===== src/rtl/uart_rx_pkg.sv =====
// Shared definitions for the UART receive-side sequencing FSM.
package uart_rx_pkg;

  localparam logic [4:0] PRESCALE_MIN = 5'd4;

  typedef enum logic [2:0] {
    IDLE   = 3'd0,
    START  = 3'd1,
    DATA   = 3'd2,
    PARITY = 3'd3,
    STOP   = 3'd4
  } rx_state_e;

endpackage


===== src/rtl/uart_rx_fsm.sv =====
// UART receive frame sequencer: steps START/DATA/PARITY/STOP on external bit_end timing.
// Optional saturating frame/parity error counters when UART_RX_ERR_CNT_EN is defined.
//
// state  | meaning
// IDLE   | line idle, waiting for rx_in low
// START  | start bit, start checker enabled
// DATA   | DATA_WIDTH data bits sampled/shifted
// PARITY | optional parity bit checked
// STOP   | stop bit checked, data_valid issued on clean frame
module uart_rx_fsm
  import uart_rx_pkg::*;
#(
  parameter int DATA_WIDTH = 8
) (
  input  logic       clk,
  input  logic       rst,
  input  logic       rx_in,
  input  logic       par_en,
  input  logic [4:0] prescale,
  input  logic [4:0] edge_count,
  input  logic       strt_glitch,
  input  logic       par_err,
  input  logic       stp_err,
  output logic       cnt_en,
  output logic       dat_samp_en,
  output logic       deser_en,
  output logic       strt_chk_en,
  output logic       par_chk_en,
  output logic       stp_chk_en,
  output logic       data_valid
`ifdef UART_RX_ERR_CNT_EN
  ,
  output logic [7:0] frm_err_cnt,
  output logic [7:0] par_err_cnt
`endif
);

  localparam int IDX_W = $clog2(DATA_WIDTH);
  localparam logic [IDX_W-1:0] LAST_IDX = IDX_W'(DATA_WIDTH - 1);

  rx_state_e        state_q, state_d;
  logic [IDX_W-1:0] bit_idx_q, bit_idx_d;
  logic             par_en_q, par_en_d;
  logic             par_err_q, par_err_d;
  logic             data_valid_q, data_valid_d;
  logic [4:0]       prescale_eff;
  logic             bit_end;

  // Prescale values below the minimum are clamped so a bit never shrinks below 4 clocks.
  assign prescale_eff = (prescale < PRESCALE_MIN) ? PRESCALE_MIN : prescale;
  assign bit_end      = (edge_count == (prescale_eff - 5'd1));

  always_ff @(posedge clk) begin
    if (rst) begin
      state_q      <= IDLE;
      bit_idx_q    <= '0;
      par_en_q     <= 1'b0;
      par_err_q    <= 1'b0;
      data_valid_q <= 1'b0;
    end else begin
      state_q      <= state_d;
      bit_idx_q    <= bit_idx_d;
      par_en_q     <= par_en_d;
      par_err_q    <= par_err_d;
      data_valid_q <= data_valid_d;
    end
  end

  always_comb begin
    state_d      = state_q;
    bit_idx_d    = bit_idx_q;
    par_en_d     = par_en_q;
    par_err_d    = par_err_q;
    data_valid_d = 1'b0;
    case (state_q)
      IDLE: begin
        if (!rx_in) begin
          state_d   = START;
          par_en_d  = par_en;
          par_err_d = 1'b0;
        end
      end
      START: begin
        if (bit_end) begin
          if (strt_glitch) begin
            state_d = IDLE;
          end else begin
            state_d   = DATA;
            bit_idx_d = '0;
          end
        end
      end
      DATA: begin
        if (bit_end) begin
          bit_idx_d = bit_idx_q + 1'b1;
          if (bit_idx_q == LAST_IDX) state_d = par_en_q ? PARITY : STOP;
        end
      end
      PARITY: begin
        if (bit_end) begin
          par_err_d = par_err;
          state_d   = STOP;
        end
      end
      STOP: begin
        if (bit_end) begin
          state_d      = IDLE;
          data_valid_d = !stp_err && !par_err_q;
        end
      end
      default: state_d = IDLE;
    endcase
  end

  always_comb begin
    cnt_en      = (state_q != IDLE);
    strt_chk_en = (state_q == START);
    dat_samp_en = (state_q == DATA);
    deser_en    = (state_q == DATA);
    par_chk_en  = (state_q == PARITY);
    stp_chk_en  = (state_q == STOP);
    data_valid  = data_valid_q;
  end

`ifdef UART_RX_ERR_CNT_EN
  logic [7:0] frm_err_cnt_q, frm_err_cnt_d;
  logic [7:0] par_err_cnt_q, par_err_cnt_d;

  always_comb begin
    frm_err_cnt_d = frm_err_cnt_q;
    par_err_cnt_d = par_err_cnt_q;
    if ((state_q == STOP) && bit_end && stp_err && (frm_err_cnt_q != 8'hFF))
      frm_err_cnt_d = frm_err_cnt_q + 8'd1;
    if ((state_q == PARITY) && bit_end && par_err && (par_err_cnt_q != 8'hFF))
      par_err_cnt_d = par_err_cnt_q + 8'd1;
  end

  always_ff @(posedge clk) begin
    if (rst) begin
      frm_err_cnt_q <= 8'd0;
      par_err_cnt_q <= 8'd0;
    end else begin
      frm_err_cnt_q <= frm_err_cnt_d;
      par_err_cnt_q <= par_err_cnt_d;
    end
  end

  assign frm_err_cnt = frm_err_cnt_q;
  assign par_err_cnt = par_err_cnt_q;
`endif

endmodule


===== config.mk =====
export PLATFORM = sky130hd
export DESIGN_NAME = uart_rx_fsm
export DESIGN_NICKNAME = d
export VERILOG_FILES = /design/src/rtl/uart_rx_pkg.sv /design/src/rtl/uart_rx_fsm.sv
export SDC_FILE = /design/constraint.sdc
export NUM_CORES = 1
export LEC_CHECK = 0
export CORE_AREA = 2 2 44 46
export DETAILED_ROUTE_END_ITERATION = 12
export DIE_AREA = 0 0 46 48
export HOLD_SLACK_MARGIN = 0.12
export PLACE_DENSITY = 0.78
export SLEW_MARGIN = 20
export SYNTH_ARGS = -nofsm -noshare
export SYNTH_HDL_FRONTEND = slang
export SYNTH_SLANG_ARGS = --single-unit
export TNS_END_PERCENT = 10

===== constraint.sdc =====
create_clock -name clk -period 6.3 [get_ports clk]
set_input_delay 0.63 -clock clk [delete_from_list [all_inputs] [get_ports clk]]
set_output_delay 0.63 -clock clk [all_outputs]
set_load 0.05 [all_outputs]

# Yosys cells after proc, flatten, opt, wreduce, memory -nomap -nowiden

Cells that the tools add are included.

Multiplexer cells: 17
Reduce and logical (&&, ||, !) cells: 12
$add $sub $neg: 2
Bitwise gates (word level): 3
$lt $le $gt $ge: 1
Eq/ne operators: 13
$mul: 0
Div/mod/pow operators: 0
Shift-type cells: 0

Operators with widths:

| cell                  | count |
|---|---|
| $mux W3               | 10 |
| $pmux W3 S5           | 1 |
| $ne A2 B1 Y1 const B  | 5 |
| $eq A3 B2 Y1 const B  | 2 |
| $eq A3 B3 Y1 const B  | 2 |
| $pmux W3 S2           | 1 |
| $reduce_and A6 Y1     | 1 |
| $eq A5 B5 Y1          | 1 |
| $lt A5 B3 Y1 const B  | 1 |
| $mux W5               | 1 |
| $sub A5 B1 Y5 const B | 1 |
| $ne A2 B2 Y1 const B  | 2 |
| $reduce_and A4 Y1     | 1 |
| $reduce_bool A2 Y1    | 2 |
| $add A3 B1 Y3 const B | 1 |
| $eq A3 B1 Y1 const B  | 1 |
| $logic_not A3 Y1      | 1 |
| $not A1 Y1            | 3 |
| $reduce_and A3 Y1     | 1 |
| $reduce_bool A3 Y1    | 1 |
| $reduce_or A3 Y1      | 1 |
| $logic_not A1 Y1      | 2 |
| $mux W1               | 2 |
| $mux W2               | 1 |
| other kinds (3)       | 3 |

ROM bits: 0
Memory bits (writable): 0
Bits in registers: 9
Bits in latches: 0
Memories: 0
Output and inout port bits: 7
Logic and storage cells: 53

# Depth between registers and ports, before layout

Gate-level depths: netlist (run 1).

Depth in word-level cells: 6
Depth in mapped cells: 8
Depth with buffers taken out: 7

# Least setup slack after synthesis (run 1)

Ideal clock, no wire load.

Path type: input to register
Start point: input prescale[3]
End point: register state_q[0]
Arrival: 2.353 ns
Stages: 8
Path slack: 3.829 ns
Cells stage by stage: buf_6 o31ai_2 ha_1 xor2_1 o211ai_1 nor4_4 nand2_1 a32o_1

Cells in the longest elaborated chain, start to end: 6

RTL lines:

| what                          | RTL line          | RTL |
|---|---|---|
| start, declared               | uart_rx_fsm.sv:19 | `input logic [4:0] prescale,` |
| $lt A5 B3 Y1                  | uart_rx_fsm.sv:50 | `assign prescale_eff = (prescale < PRESCALE_MIN) ? PRESCALE_MIN : prescale;` |
| $mux W5 *                     | uart_rx_fsm.sv:50 |  |
| $sub A5 B1 Y5 *               | uart_rx_fsm.sv:51 | `assign bit_end = (edge_count == (prescale_eff - 5'd1));` |
| $eq A5 B5 Y1 *                | uart_rx_fsm.sv:51 |  |
| $ne A2 B1 Y1 (no line)        | n/a               |  |
| $reduce_and A6 Y1 (no line) * | n/a               |  |
| end signal, assigned          | uart_rx_fsm.sv:61 | `state_q <= state_d;` |
| end, declared                 | uart_rx_fsm.sv:41 | `rx_state_e state_q, state_d;` |

Every way passes the cells marked *; elsewhere a longest branch is shown, timed or not.
A chain may end at the register's enable or synchronous reset.

# Worst setup path in the final report (run 1)

Ends and elaborated chain as after synthesis.

==> results.cfg, run 1 <==
[outcome]
outcome = complete, no violations

[clock_tree]
postCtsSetupRepairBufs = 0
hold_buffers = 0
clockBufferDepth = 2
cts_root_buf = clkbuf_4
numClockSinks = 9
cts-resized-gates = 0
cts_tree = yes
clkTransAtPathRegs_ps = 60
numCtsBuffers = 3
htree_num_levels = 1
clk_latency_ps = 270

[yosys]
yosys.area.top_type = dfxtp_1
ys_async_sr_fraction_pct = 0
synth_edf_count = 0
synth_nets = 115
synth_seq_cells = 9
synthCells = 95
ys_top_cells_by_area = dfxtp_1, nor2_1, ha_1
synthDistinctLibCells = 43
synth_ff_type = dfxtp_1
yosys-top-cells-count = nor2_1, dfxtp_1, a21oi_1, nand2_1, inv_1
synth_top_area_share_pct = 22.7
synth.avg_cell_area_um2 = 8.35
yosysWarnings = 0
yosysSeqAreaShare_pct = 22.7
mappedNetlistArea_um2 = 793
yosysMostFrequentCell = nor2_1

[setup_path]
required_ps = 6470
critical_path_class = input port to register
slowest_stage = clkdlybuf4s50_1
crit_arrival_ps = 3100
cp-end-kind = register
cp-start-kind = input port
crit_fanout = 10
cp_slowest_stage_delay_ps = 570
path_cells = clkdlybuf4s50_1 -> o31ai_2 -> ha_1 -> xor2_1 -> o211ai_1 -> nor4_4 -> nand2_1 -> a32o_1

[place]
port_buffers = 23
dp_hpwl_um = 1390
gp_congestion = 0.856
pre_cts_ws_ps = 3070
dp.cells = 130

[die]
dieWidth_um = 46
start_util_pct = 47.0
dieArea_um2 = 2210
die_h_um = 48
ios = 24
coreArea_um2 = 1690
num_rows = 15

[global_route]
track_usage_pct = 18.2
grt_pass1_wl_um = 2900
grt_max_degree = 13
antenna_found_initial = 0
first_global_vias = 687
gr-total-overflow = 0

[timing]
hold_viol = 0
slew_viol_final = 0
post-route-period-util_pct = 46.5
skew_ps = 5.58
rsz0062_at_grt = false
tightestPinTransition_ps = 496
finalSetupViolCount = 0
fin_tns_setup_ps = 0
min_period_ps = 2930
relSlewSlack_pct = 66.8
setup_ws_ps = 3370
max_freq_mhz = 341

[power]
p_leak_nw = 0.375
p_comb_share_pct = 47.7
p_int_mw = 0.129
vdd_ir_drop_max_mv = 0.151
swShare_pct = 42.0
p_clk_share_pct = 21.1
p_per_area_nw_per_um2 = 218
p_sw_mw = 0.0933
seqPwrFrac_pct = 31.2

[hold_path]
hold_path.class = register to register

[drt]
avgRoutedWirePerCell_um = 13.3
dr_total_vias = 778
drc = 0
initialDrtViolationCount = 21
drt-total-wl_um = 1780
dr.pass1.iters = 4
viasPerCell = 5.81
ant_nets = 0

[finish]
fin_nets = 138
drive_above_1_share_pct = 11.1
antenna_cells = 0
area_delta_synth_final_pct = 28.7
fillers = 164
instances_no_fill = 134

[job]
maxCapViolations = 0
==> critical path, delay by kind of cell <==
family | cells | cell delay, ps
compound gates | 3 | 810
simple gates | 2 | 640
buf+inv | 1 | 570
fa+ha+maj | 1 | 290
xor+xnor | 1 | 150
==> registers in the layout, indices dropped and copies added (netlist names) <==
signal	cells
state_q	3
par_en_q	1
data_valid	1
par_err_q	1
bit_idx_q	3
==> power by group through the flow <==
stage	Sequential [mW]	Clock, mW	Combinational (mW)
final	0.0693	0.0469	0.106
after global routing	0.0703	0.0511	0.115
after CTS	0.0690	0.0482	0.106
after detailed placement	0.0702	0	0.106
after global placement	0.0700	0	0.104
after floorplan	0.0639	0	0.0841
==> per-layer routing <==
metal	GRT usage, %	wire (um)	up-vias
met5	0	0	-
li1	-	-	399
met2	29.4	847	18
met1	23.9	840	358
met4	3.43	14	0
met3	5.66	78	3
==> through the flow <==
step / hold WS (ps) / utilization (%) / instance area (um^2) / total power, mW
after detailed placement: 410 / 58.9 / 995 / 0.176
after global routing: 444 / 60.4 / 1020 / 0.236
after CTS: 419 / 60.4 / 1020 / 0.223
after global placement: 403 / 58.9 / 995 / 0.174
final: 424 / 60.4 / 1020 / 0.222
after floorplan: 392 / - / 793 / 0.148
==> final timing paths <==
| kind | startpoint | end | slack (ps) | cells after the start |
|---|---|---|---|---|
| worst min-delay path | par_err_q | data_valid | 420 | 1 |
| worst max-delay path | prescale[3] | state_q[0] | 3370 | 8 |
| worst min register to register | par_err_q | data_valid | 420 | 1 |
| worst max register to register | state_q[0] | bit_idx_q[1] | 4530 | 5 |
==> cell families (layout without fill, tap and decap cells) <==
family	after synthesis	in the layout	share of synthesized area [%]
AOI/OAI and AO/OA	26	26	24.6
xor gates and xnor gates	2	2	2.21
adders and majority gates	3	3	4.73
buffers and inverters	10	32	8.67
DFF	9	9	22.7
muxes	3	3	3.79
and+or+nand+nor	42	42	33.3
==> layout by cell type (no fill, tap or decap), types with 5 or more instances in the layout <==
master and count:
nor2_1 12, clkdlybuf4s50_1 23, nand2_1 6, inv_1 5
a21oi_1 6, dfxtp_1 9
==> layout make-up <==
class                           count  area (um^2)  area share (%)
Clock buffer                        4         26.3            2.57
Inverter                            5         18.8            1.84
Multi-Input combinational cell     76          544            53.3
Sequential cell                     9          180            17.6
Tap cell                           17         21.3            2.08
Timing Repair Buffer               23          230            22.5
(Power assumes the default switching activity.)
==> inputs of run 2 (changes only) <==
--- a/config.mk
+++ b/config.mk
@@ -5,11 +5,11 @@
 export SDC_FILE = /design/constraint.sdc
 export NUM_CORES = 1
 export LEC_CHECK = 0
-export CORE_AREA = 2 2 44 46
+export CORE_AREA = 2 2 45 47
 export DETAILED_ROUTE_END_ITERATION = 12
-export DIE_AREA = 0 0 46 48
+export DIE_AREA = 0 0 47 49
 export HOLD_SLACK_MARGIN = 0.12
-export PLACE_DENSITY = 0.78
+export PLACE_DENSITY = 0.75
 export SLEW_MARGIN = 20
 export SYNTH_ARGS = -nofsm -noshare
 export SYNTH_HDL_FRONTEND = slang
==> constraint.sdc (replaced) <==
create_clock -name clk -period 2.8 [get_ports clk]
set_input_delay 0.28 -clock clk [delete_from_list [all_inputs] [get_ports clk]]
set_output_delay 0.28 -clock clk [all_outputs]
set_load 0.05 [all_outputs]
==> run 2 against run 1 <==
Register-to-register slack lost 3500 ps. Clock skew increased by 1.3 ps. First-iteration DRC count is 48% lower. Via count grew 3.0%. Global-route usage decreased by 0.61 points. Hold slack better by 3.0 ps. Final cell count up 9.0%. Die area up 4.3%. Non-clock buffer count rose by 2.
==> results.cfg, run 2 (same netlist as run 1, synthesis figures left out) <==
[setup_path]
crit_arrival_ps = 2630
slowest_stage = clkdlybuf4s50_1
required_ps = 2960
cp_slowest_stage_delay_ps = 520
cp-start-kind = input port
crit_fanout = 7
cp-end-kind = register
path_cells = clkdlybuf4s50_1 -> o31ai_2 -> ha_1 -> xor2_1 -> o211ai_1 -> nor4_4 -> nand2_1 -> a32o_1
critical_path_class = input port to register

[global_route]
antenna_found_initial = 0
use_met2_pct = 27.2
track_usage_pct = 17.6
gr-total-overflow = 0
top_usage_layer = met2
use_met1_pct = 21.5
grtUsageMet3_pct = 5.19
grt_pass1_wl_um = 2970
grt_max_degree = 13
first_global_vias = 721

[timing]
setup_ws_ps = 333
post-route-period-util_pct = 88.1
slew_viol_final = 0
rsz0062_at_grt = false
finalSetupViolCount = 0
max_freq_mhz = 405
relSlewSlack_pct = 66.3
min_period_ps = 2470
skew_ps = 6.92
hold_viol = 0
fin_tns_setup_ps = 0
tightestPinTransition_ps = 504

[hold_path]
hold_path.class = register to register

[drt]
avgRoutedWirePerCell_um = 12.6
drt-total-wl_um = 1840
dr_total_vias = 801
initialDrtViolationCount = 11
viasPerCell = 5.49
dr.pass1.iters = 5
drc = 0
ant_nets = 0

[place]
gp_congestion = 0.769
dp_hpwl_um = 1460
pre_cts_ws_ps = 23.8
port_buffers = 23

[finish]
reg_top3 = bit_idx_q: 3 flops, state_q: 3 flops
drive_above_1_share_pct = 12.6
area_delta_synth_final_pct = 32.2
fin_nets = 140
final_common_cell = clkdlybuf4s50_1
layout_common_cells = clkdlybuf4s50_1, nor2_1, dfxtp_1
antenna_cells = 0

[die]
dieWidth_um = 47
ios = 24
die_h_um = 49
num_rows = 16
dieArea_um2 = 2300
start_util_pct = 43.1
coreArea_um2 = 1840

[clock_tree]
hold_buffers = 0
cts-resized-gates = 0
numClockSinks = 9
clk_latency_ps = 260
cts_root_buf = clkbuf_4
cts_tree = yes
postCtsSetupRepairBufs = 0
clkTransAtPathRegs_ps = 70
numCtsBuffers = 3
clockBufferDepth = 2
htree_num_levels = 1

[job]
maxCapViolations = 0

[power]
p_per_area_nw_per_um2 = 480
vdd_ir_drop_max_mv = 0.313
p_leak_nw = 0.384

[outcome]
outcome = complete, no violations
[run 2: changes by cell type in the layout (fill, tap and decap cells not counted)]
cell,delta
buf_4,+2
[run 2: per-stage QoR]
stage | utilization (%) | cells | hold slack [ps] | cell area [um^2] | total power, mW
6_report | 56.9 | 146 | 427 | 1050 | 0.504
5_1_grt | 56.9 | 146 | 458 | 1050 | 0.533
4_1_cts | 56.9 | 146 | 432 | 1050 | 0.502
3_5_place_dp | 55.5 | 142 | 426 | 1020 | 0.397
3_3_place_gp | 55.5 | 142 | 424 | 1020 | 0.395
2_1_floorplan | - | 95 | 358 | 793 | 0.333
[run 2: cell type report]
cell class / instances / area (um^2)
inverter: 5 / 18.8
multi-input combinational: 76 / 544
timing repair buffer: 25 / 245
fill: 195 / 793
sequential: 9 / 180
tap: 27 / 33.8
clock buffer: 4 / 26.3
[run 2: report_power, final]
part           total (mW)  internal, mW  switching, mW
Clock               0.106        0.0551         0.0508
Combinational       0.241        0.0995          0.142
Sequential          0.157         0.137         0.0195
Total               0.504         0.292          0.212
[run 2: per-layer routing]
metal | vias to the layer above | routed length (um)
met5 | - | 0
met1 | 366 | 827
met3 | 2 | 118
li1 | 402 | -
met2 | 31 | 879
met4 | 0 | 19
[run 2: final timing paths]
path	from	endpoint	slack [ps]	depth (start not counted)
min reg2reg	par_err_q	data_valid	430	1
max	prescale[3]	state_q[0]	330	8
min	par_err_q	data_valid	430	1
max reg2reg	state_q[0]	bit_idx_q[0]	1040	5
[run 2: critical path: cells and delay by family]
family	cells	cell delay, ps
and+or+nand+nor	2	630
buffers and inverters	1	520
adders and majority gates	1	300
AOI/OAI and AO/OA	3	780
xor gates and xnor gates	1	140
==> inputs of run 3 (changes only) <==
--- a/config.mk
+++ b/config.mk
@@ -8,10 +8,11 @@
 export CORE_AREA = 2 2 45 47
 export DETAILED_ROUTE_END_ITERATION = 12
 export DIE_AREA = 0 0 47 49
+export GPL_TIMING_DRIVEN = 0
 export HOLD_SLACK_MARGIN = 0.12
 export PLACE_DENSITY = 0.75
 export SLEW_MARGIN = 20
 export SYNTH_ARGS = -nofsm -noshare
 export SYNTH_HDL_FRONTEND = slang
 export SYNTH_SLANG_ARGS = --single-unit
-export TNS_END_PERCENT = 10
+export TNS_END_PERCENT = 20
==> run 3 against run 2 <==
Sequential cell count unchanged. Combinational power increased by 13%. Global-route usage decreased by 0.77 points. Clock power decreased by 5%. Critical path type unchanged.
==> results.cfg, run 3 (same netlist as run 1, synthesis figures left out) <==
[timing]
whs_ps = 459
min_period_ps = 2500
slew_viol_final = 0
relSlewSlack_pct = 66.7
rsz0062_at_grt = false
max_freq_mhz = 400
hold_viol = 0
finalSetupViolCount = 0
post-route-period-util_pct = 89.4
tightestPinTransition_ps = 498
skew_ps = 1.39

[finish]
final_common_cell = clkdlybuf4s50_1
layout_common_cells = clkdlybuf4s50_1, nor2_1, dfxtp_1
drive_above_1_share_pct = 14.0
antenna_cells = 0
fillers = 175
fin_nets = 142
instances_no_fill = 148
area_delta_synth_final_pct = 35.3
reg_top3 = bit_idx_q: 3 flops, state_q: 3 flops

[clock_tree]
numCtsBuffers = 3
cts-resized-gates = 0
numClockSinks = 9
cts_root_buf = clkbuf_4
hold_buffers = 0
clockBufferDepth = 2
clkTransAtPathRegs_ps = 60
clk_latency_ps = 260
htree_num_levels = 1
cts_tree = yes
postCtsSetupRepairBufs = 0

[die]
coreArea_um2 = 1840
ios = 24
dieWidth_um = 47
die_h_um = 49
num_rows = 16
dieArea_um2 = 2300
start_util_pct = 43.1

[setup_path]
cp-end-kind = register
critPathLaunch = prescale[2]
slowest_stage = clkdlybuf4s50_1
crit_end = state_q[0]
critical_path_class = input port to register
critPathBufInv = 1
r2r_start = bit_idx_q[0]
path_cells = clkdlybuf4s50_1 -> o31ai_2 -> ha_1 -> nor3b_1 -> o211ai_1 -> nor4_4 -> nand2_1 -> a32o_1
cp_top_family = simple AND/OR/NAND/NOR gates
reg2regPathDepth = 6
crit_cells = 8
crit_arrival_ps = 2660
crit_fanout = 7
cp-start-kind = input port
required_ps = 2950
cp_slowest_stage_delay_ps = 550
r2r_setup_slack_ps = 1040
timing.rr.end = state_q[0]

[outcome]
outcome = complete, no violations

[place]
port_buffers = 22
dp_hpwl_um = 1410
gp_congestion = 0.851
dp.cells = 144

[global_route]
grt_max_degree = 11
antenna_found_initial = 0
grt_pass1_wl_um = 2930
first_global_vias = 680
track_usage_pct = 16.8
gr-total-overflow = 0

[power]
vdd_ir_drop_max_mv = 0.332
p_comb_share_pct = 52.8
p_per_area_nw_per_um2 = 481
p_leak_nw = 0.406
swShare_pct = 40.8
seqPwrFrac_pct = 27.6
p_total_mw = 0.516
p_sw_mw = 0.211
p_int_mw = 0.305
p_clk_share_pct = 19.6

[job]
maxCapViolations = 0

[drt]
drc = 0
avgRoutedWirePerCell_um = 12.4
drt-total-wl_um = 1830
dr_total_vias = 829
dr.pass1.iters = 4
initialDrtViolationCount = 27
ant_nets = 0
viasPerCell = 5.60

[hold_path]
hold_path.class = register to register
-- run 3: changes by cell type in the layout (fill, tap and decap cells not counted) --
cell,delta
buf_6,+2
clkdlybuf4s50_1,-1
dlymetal6s2s_1,+1
-- run 3: layout make-up --
class                           count  area [um^2]  area share, %
Buffer                              5         50.0           4.66
Clock buffer                        4         26.3           2.45
Inverter                            5         18.8           1.75
Multi-Input combinational cell     76          544           50.7
Sequential cell                     9          180           16.8
Tap cell                           27         33.8           3.15
Timing Repair Buffer               22          220           20.5
-- run 3: worst min-delay path by stage --
stage | from | end | slack, ps | depth (start not counted)
finish | par_err_q | data_valid | 460 | 1
global route | par_err_q | data_valid | 470 | 1
CTS | par_err_q | data_valid | 450 | 1
detailed placement | par_err_q | data_valid | 430 | 1
global placement | par_err_q | data_valid | 440 | 1
floorplan | stp_err | data_valid | 360 | 1
-- run 3: worst reg2reg max path, cell delays in order, from the launching register on --
cell	delay [ps]
dfxtp_1	320
ha_1	210
ha_1	170
nor2b_1	100
o21ai_0	160
a311o_1	420
a32o_1	270
-- run 3: metal layers --
| metal | wire length, um | part of all wire (%) | track usage (%) | vias up |
|---|---|---|---|---|
| met5 | 0 | 0 | 0 | - |
| met4 | 14 | 0.76 | 3.24 | 0 |
| met3 | 156 | 8.5 | 5.56 | 2 |
| met2 | 816 | 45 | 24.7 | 39 |
| met1 | 844 | 46 | 23.8 | 382 |
| li1 | - | - | - | 406 |
-- run 3: through the flow --
stage / TNS [ps] / setup slack (ps) / utilization, % / instance area (um^2)
after floorplan: 0 / 679 / - / 793
after global placement: 0 / 35.3 / 56.9 / 1050
after detailed placement: -2.82 / -2.82 / 56.9 / 1050
after CTS: 0 / 279 / 58.3 / 1070
after global routing: 0 / 127 / 58.3 / 1070
final: 0 / 297 / 58.3 / 1070
-- run 3: power by group through the flow --
stage / clock (mW) / combinational (mW) / sequential, mW
2_1_floorplan: 0 / 0.189 / 0.144
3_3_place_gp: 0 / 0.265 / 0.145
3_5_place_dp: 0 / 0.270 / 0.145
4_1_cts: 0.106 / 0.272 / 0.142
5_1_grt: 0.110 / 0.292 / 0.143
6_report: 0.101 / 0.272 / 0.142
